[config.mk]
export PLATFORM = sky130hd
export DESIGN_NAME = mouse_pos_ctl_flat
export DESIGN_NICKNAME = d
export VERILOG_FILES = /design/src/rtl/mouse_pos_ctl_if.sv /design/src/rtl/mouse_pos_ctl.sv /design/src/flat_wrapper.sv
export SDC_FILE = /design/constraint.sdc
export NUM_CORES = 1
export LEC_CHECK = 0
export CELL_PAD_IN_SITES_DETAIL_PLACEMENT = 1
export CELL_PAD_IN_SITES_GLOBAL_PLACEMENT = 1
export CORE_ASPECT_RATIO = 1.5
export CORE_MARGIN = 3
export CORE_UTILIZATION = 45
export CTS_CLUSTER_DIAMETER = 100
export DETAILED_ROUTE_END_ITERATION = 8
export HOLD_SLACK_MARGIN = 0.12
export PLACE_DENSITY = 0.88
export RECOVER_POWER = 100
export SLEW_MARGIN = 25
export SYNTH_ARGS = -nofsm -noshare
export SYNTH_HDL_FRONTEND = slang
export SYNTH_SLANG_ARGS = --single-unit
[constraint.sdc]
create_clock -name pclk -period 6.1 [get_ports pclk]
set_clock_uncertainty 0.1 [all_clocks]
set_input_delay 0.915 -clock pclk [delete_from_list [all_inputs] [get_ports pclk]]
set_output_delay 0.915 -clock pclk [all_outputs]
set_load 0.02 [all_outputs]
[src/rtl/mouse_pos_ctl_if.sv]
// Byte-in / cursor-out bundle between the PS/2 byte receiver, mouse_pos_ctl
// and the display pipeline.
interface mouse_pos_ctl_if;
  logic [7:0]  rx_data;
  logic        rx_valid;
  logic [11:0] mouse_xpos;
  logic [11:0] mouse_ypos;
  logic        mouse_left;
  logic        mouse_right;
  logic        pkt_valid;
  logic        sync_err;

  modport master (
    output rx_data, rx_valid,
    input  mouse_xpos, mouse_ypos, mouse_left, mouse_right, pkt_valid, sync_err
  );

  modport slave (
    input  rx_data, rx_valid,
    output mouse_xpos, mouse_ypos, mouse_left, mouse_right, pkt_valid, sync_err
  );
endinterface

[src/rtl/mouse_pos_ctl.sv]
// Assembles 3-byte PS/2 mouse packets into a clamped absolute cursor position
// and button state; resynchronises framing on a bad header or a stalled packet.
module mouse_pos_ctl #(
  parameter int XMAX    = 799,
  parameter int YMAX    = 599,
  parameter int XINIT   = 400,
  parameter int YINIT   = 300,
  parameter int TIMEOUT = 100000
) (
  input  logic            pclk,
  input  logic            rst_n,
  mouse_pos_ctl_if.slave  bus
);

  localparam int              CW      = $clog2(TIMEOUT + 1);
  localparam logic [CW-1:0]   TO_LAST = CW'(TIMEOUT - 1);
  localparam logic [11:0]     XMAX_C  = 12'(XMAX);
  localparam logic [11:0]     YMAX_C  = 12'(YMAX);
  localparam logic [11:0]     XINIT_C = 12'(XINIT);
  localparam logic [11:0]     YINIT_C = 12'(YINIT);

  typedef enum logic [1:0] {WAIT_B0 = 2'd0, WAIT_B1 = 2'd1, WAIT_B2 = 2'd2} state_e;

  state_e        state_q, state_d;
  logic [5:0]    hdr_q, hdr_d;     // {y_ovf, x_ovf, y_sign, x_sign, right, left}
  logic [7:0]    dx_q, dx_d;
  logic [CW-1:0] idle_q, idle_d;
  logic [11:0]   xpos_q, xpos_d, ypos_q, ypos_d;
  logic          left_q, left_d, right_q, right_d;
  logic          pkt_q, pkt_d, serr_q, serr_d;

  logic signed [13:0] dx_s, dy_s, x_sum_s, y_sum_s;

  function automatic logic [11:0] clamp(input logic signed [13:0] v,
                                        input logic [11:0] max);
    if (v < 14'sd0) begin
      return 12'd0;
    end else if (v > $signed({2'b00, max})) begin
      return max;
    end else begin
      return v[11:0];
    end
  endfunction

  // Delta sign extension, overflow suppression and the unclamped new position.
  always_comb begin
    dx_s    = hdr_q[4] ? 14'sd0 : {{5{hdr_q[2]}}, hdr_q[2], dx_q};
    dy_s    = hdr_q[5] ? 14'sd0 : {{5{hdr_q[3]}}, hdr_q[3], bus.rx_data};
    x_sum_s = $signed({2'b00, xpos_q}) + dx_s;
    // PS/2 reports +y as upward motion, screen y grows downward
    y_sum_s = $signed({2'b00, ypos_q}) - dy_s;
  end

  // Packet framing FSM, idle timeout and output update.
  always_comb begin
    state_d = state_q;
    hdr_d   = hdr_q;
    dx_d    = dx_q;
    idle_d  = '0;
    xpos_d  = xpos_q;
    ypos_d  = ypos_q;
    left_d  = left_q;
    right_d = right_q;
    pkt_d   = 1'b0;
    serr_d  = 1'b0;
    case (state_q)
      WAIT_B0: begin
        if (bus.rx_valid) begin
          if (bus.rx_data[3]) begin
            hdr_d   = {bus.rx_data[7:4], bus.rx_data[1:0]};
            state_d = WAIT_B1;
          end else begin
            serr_d = 1'b1;
          end
        end else begin
          state_d = WAIT_B0;
        end
      end
      WAIT_B1, WAIT_B2: begin
        if (bus.rx_valid) begin
          if (state_q == WAIT_B1) begin
            dx_d    = bus.rx_data;
            state_d = WAIT_B2;
          end else begin
            xpos_d  = clamp(x_sum_s, XMAX_C);
            ypos_d  = clamp(y_sum_s, YMAX_C);
            left_d  = hdr_q[0];
            right_d = hdr_q[1];
            pkt_d   = 1'b1;
            state_d = WAIT_B0;
          end
        end else if (idle_q == TO_LAST) begin
          serr_d  = 1'b1;
          state_d = WAIT_B0;
        end else begin
          idle_d = idle_q + CW'(1);
        end
      end
      default: begin
        state_d = WAIT_B0;
      end
    endcase
  end

  // State and output registers.
  always_ff @(posedge pclk or negedge rst_n) begin
    if (!rst_n) begin
      state_q <= WAIT_B0;
      hdr_q   <= 6'd0;
      dx_q    <= 8'd0;
      idle_q  <= '0;
      xpos_q  <= XINIT_C;
      ypos_q  <= YINIT_C;
      left_q  <= 1'b0;
      right_q <= 1'b0;
      pkt_q   <= 1'b0;
      serr_q  <= 1'b0;
    end else begin
      state_q <= state_d;
      hdr_q   <= hdr_d;
      dx_q    <= dx_d;
      idle_q  <= idle_d;
      xpos_q  <= xpos_d;
      ypos_q  <= ypos_d;
      left_q  <= left_d;
      right_q <= right_d;
      pkt_q   <= pkt_d;
      serr_q  <= serr_d;
    end
  end

  assign bus.mouse_xpos  = xpos_q;
  assign bus.mouse_ypos  = ypos_q;
  assign bus.mouse_left  = left_q;
  assign bus.mouse_right = right_q;
  assign bus.pkt_valid   = pkt_q;
  assign bus.sync_err    = serr_q;

endmodule

[src/flat_wrapper.sv]
// flat-port wrapper written by rule: the top's interface ports become plain ports
module mouse_pos_ctl_flat 
#(
  parameter int XMAX    = 799,
  parameter int YMAX    = 599,
  parameter int XINIT   = 400,
  parameter int YINIT   = 300,
  parameter int TIMEOUT = 100000
)
  (pclk, rst_n, bus_rx_data, bus_rx_valid, bus_mouse_xpos, bus_mouse_ypos, bus_mouse_left, bus_mouse_right, bus_pkt_valid, bus_sync_err);
  mouse_pos_ctl_if bus_i ();
  input  logic pclk;
  input  logic rst_n;
  input wire logic [$bits(bus_i.rx_data)-1:0] bus_rx_data;
  input wire logic [$bits(bus_i.rx_valid)-1:0] bus_rx_valid;
  output wire logic [$bits(bus_i.mouse_xpos)-1:0] bus_mouse_xpos;
  output wire logic [$bits(bus_i.mouse_ypos)-1:0] bus_mouse_ypos;
  output wire logic [$bits(bus_i.mouse_left)-1:0] bus_mouse_left;
  output wire logic [$bits(bus_i.mouse_right)-1:0] bus_mouse_right;
  output wire logic [$bits(bus_i.pkt_valid)-1:0] bus_pkt_valid;
  output wire logic [$bits(bus_i.sync_err)-1:0] bus_sync_err;
  assign bus_i.rx_data = bus_rx_data;
  assign bus_i.rx_valid = bus_rx_valid;
  assign bus_mouse_xpos = bus_i.mouse_xpos;
  assign bus_mouse_ypos = bus_i.mouse_ypos;
  assign bus_mouse_left = bus_i.mouse_left;
  assign bus_mouse_right = bus_i.mouse_right;
  assign bus_pkt_valid = bus_i.pkt_valid;
  assign bus_sync_err = bus_i.sync_err;
  mouse_pos_ctl #(.XMAX(XMAX), .YMAX(YMAX), .XINIT(XINIT), .YINIT(YINIT), .TIMEOUT(TIMEOUT)) u_core (.pclk(pclk), .rst_n(rst_n), .bus(bus_i));
endmodule
==> run metrics <==
worst-path cell chain=dlygate4sd3_1 > nor2b_1 > ha_1 > fa_1 > nor2b_1 > o211ai_1 > a211oi_1 > o41ai_1 > or3_1 > a221oi_1 > a22oi_1; Clock Sinks=61; violated checks=max-capacitance violations, max-slew violations; synth warn=0; CTS root buf=clkbuf_16; Buf/Inv on CP=1; # H-tree levels=3; core box area=8570 um^2; register area share after synthesis=38.3%; most common cell after layout, fill and taps aside=dfrtp_1; final setup margin=1.69 ns; Pre-antenna DRT Iters=4; post-route ant nets=0; dpl ws=1.94 ns; commonest cells after routing, fill and taps aside=dfrtp_1, nand2_1, nor2_1, ha_1, dlygate4sd3_1; Worst EP arrival=4.48 ns; CTS Buffer Depth=2; Multi-input gate area=2360 um^2; DIE WIDTH=83.0 um; worst setup path category=primary input to flop; synth unique cells=59; final wirelength=11.5 mm; GR peak layer=met2; Slew HR=-120%; Critical Path End Type=flop; Post-CTS Setup Repair Bufs=0; M1 GR Usage=25.5%; hold buffer count at CTS=0; starting density of the core=46.8%; unrepaired setup endpoints after global routing=no; Finished Cell Area=4750 um^2; Vias/cell=6.10; LEAKAGE=2.18 nW; CTS resizes=0; CTS tree=done; accumulated negative setup slack=0 ns; placed cells=559; number of port buffers=38; Worst Path Required=6.17 ns; Num CTS Buffers=9; Hold Crit Class=flop to flop; initial drt markers=183; drt wl/cell=19.9 um; Finished Layout Cells=575; vias in the first global route=3,902; Reg clk slew, reported paths=0.05 ns; first-pass GRT wire length=19.2 mm; cell repeated most along the worst path=nor2b_1; fillers=951; initial antenna violation count=0; # DRC=0; pwr/cell area=502 nW/um^2; DIE AREA=10,100 um^2; share of cells above drive strength 1=9.19%; antenna fix cells=0; DR vias=3,508; met2 Use GR=43.5%; kind of cell adding the most delay to the critical path=compound AO/OA/AOI/OAI gates; Area Growth Syn to Fin=18.5%; Total GRT Usage=23.8%; GP Congestion=0.938; Peak Freq=0.227 GHz; GR Overflow Total=0; nets@finish=507; final total power=2.38 mW; Top FF cell, synth=dfrtp_1; Slew Viols, Final=62; IO Pins=39; CP peak stage delay=0.75 ns; Rows=41; largest net degree at the start of global routing=62; Post-Synthesis Cells=420; met3 Use GR=3.52%; clk_lat worst skew=0.33 ns; Max FO, Critical Path=6; worst ir drop on vdd=0.274 mV; Placed Area=4500 um^2; placed wire-length estimate=8.39 mm; synthesized area per cell=9.54 um^2; max-cap violations=1; setup violators final=0; Hold WS=0.382 ns; Util after Layout=55.4%; Final min period=4.41 ns; Mapped Area=4010 um^2; synthesized flop and latch total=61; Post-synth EDFFs=0; Async SR Flop Fraction=100%; status=complete, but fails checks; final hold violations=0; Die Y=122 um; critical path launch point type=primary input; CP max stage cell=a221oi_1; register area=1540 um^2; Syn Nets=464; Worst-Margin Slew=3.30 ns; fin crit share=72.3%
## where the power goes
part	leakage, nW	total [mW]	switching, mW	internal (mW)
Clock	0.137	0.472	0.176	0.296
Sequential	0.781	0.621	0.101	0.519
Combinational	1.27	1.29	0.777	0.515
## state kept, by name (all words and copies together) (netlist names)
register and flops:
u_core.bus.mouse_left 1, u_core.bus.mouse_right 1, u_core.bus.mouse_xpos 12, u_core.bus.mouse_ypos 12, u_core.bus.pkt_valid 1, u_core.bus.sync_err 1, u_core.dx_q 8, u_core.hdr_q 6
u_core.idle_q 17, u_core.state_q 2
## cell families (layout without fill, tap and decap cells)
logic type	Yosys count	in the layout	share of synthesized area (%)
AOI/OAI and AO/OA	97	97	18.2
xor gates and xnor gates	29	29	6.34
adders and majority gates	33	33	10.7
buffers and inverters	25	73	2.40
DFF	61	61	38.3
muxes	15	15	4.18
and+or+nand+nor	160	160	19.8
## worst paths after layout
| path | startpoint | end | slack [ns] | cells after the start |
|---|---|---|---|---|
| setup / recovery | bus_rx_data[0] | u_core.bus.mouse_ypos[0]$_DFFE_PN0P_ | 1.69 | 11 |
| hold reg to reg | u_core.bus.mouse_left$_DFFE_PN0P_ | u_core.bus.mouse_left$_DFFE_PN0P_ | 0.38 | 2 |
| setup reg to reg | u_core.hdr_q[5]$_DFFE_PN0P_ | u_core.bus.mouse_ypos[0]$_DFFE_PN0P_ | 2.08 | 10 |
| min in group asynchronous | rst_n | u_core.idle_q[9]$_DFF_PN0_ | 1.69 | 2 |
| max in group asynchronous | rst_n | u_core.dx_q[6]$_DFFE_PN0P_ | 2.35 | 2 |
| hold / removal | u_core.bus.mouse_left$_DFFE_PN0P_ | u_core.bus.mouse_left$_DFFE_PN0P_ | 0.38 | 2 |
## worst register-to-register path: cells and delay by family, from the launching register on
| kind | cells | cell delay [ns] |
|---|---|---|
| AO/OA/AOI/OAI | 4 | 1.60 |
| buffers and inverters | 1 | 0.19 |
| adder cells (fa/ha/maj) | 1 | 0.45 |
| AND/OR/NAND/NOR | 4 | 1.06 |
| flip-flops | 1 | 0.47 |
## per-layer routing
| layer | part of all wire [%] | vias up |
|---|---|---|
| li1 | - | 1605 |
| met1 | 38 | 1769 |
| met2 | 54 | 95 |
| met3 | 2.7 | 39 |
| met4 | 4.9 | 0 |
| met5 | 0 | - |
## cell usage after synthesis, types with 3 or more instances
master | instances | area, um^2
nand2b_1 | 12 | 75.1
nor3_1 | 6 | 30.0
mux2_2 | 14 | 158
or2_2 | 3 | 18.8
a22oi_1 | 6 | 45.0
nor2b_1 | 15 | 93.8
a21o_1 | 8 | 60.1
ha_1 | 31 | 388
o21ai_0 | 9 | 45.0
a311o_1 | 3 | 30.0
xnor2_1 | 10 | 87.6
inv_1 | 18 | 67.6
a32oi_1 | 5 | 43.8
and3_1 | 6 | 37.5
dfrtp_1 | 54 | 1350
xor2_1 | 19 | 166
o31ai_1 | 4 | 30.0
o211ai_1 | 11 | 82.6
a31oi_1 | 3 | 18.8
nor2_1 | 31 | 116
and2_1 | 6 | 37.5
clkbuf_1 | 5 | 18.8
a32o_1 | 4 | 40.0
or3_1 | 6 | 37.5
nand2_1 | 49 | 184
nand3_1 | 16 | 80.1
dfstp_2 | 7 | 184
a21oi_1 | 22 | 110
## cell type report
| type | instances | area share [%] |
|---|---|---|
| multi-input combinational | 334 | 49.6 |
| sequential | 61 | 32.3 |
| timing repair buffer | 39 | 7.99 |
| clock buffer | 14 | 5.56 |
| tap | 107 | 2.82 |
| inverter | 18 | 1.42 |
| clock inverter | 2 | 0.211 |
Note: power is estimated with default switching activity, not from simulation.
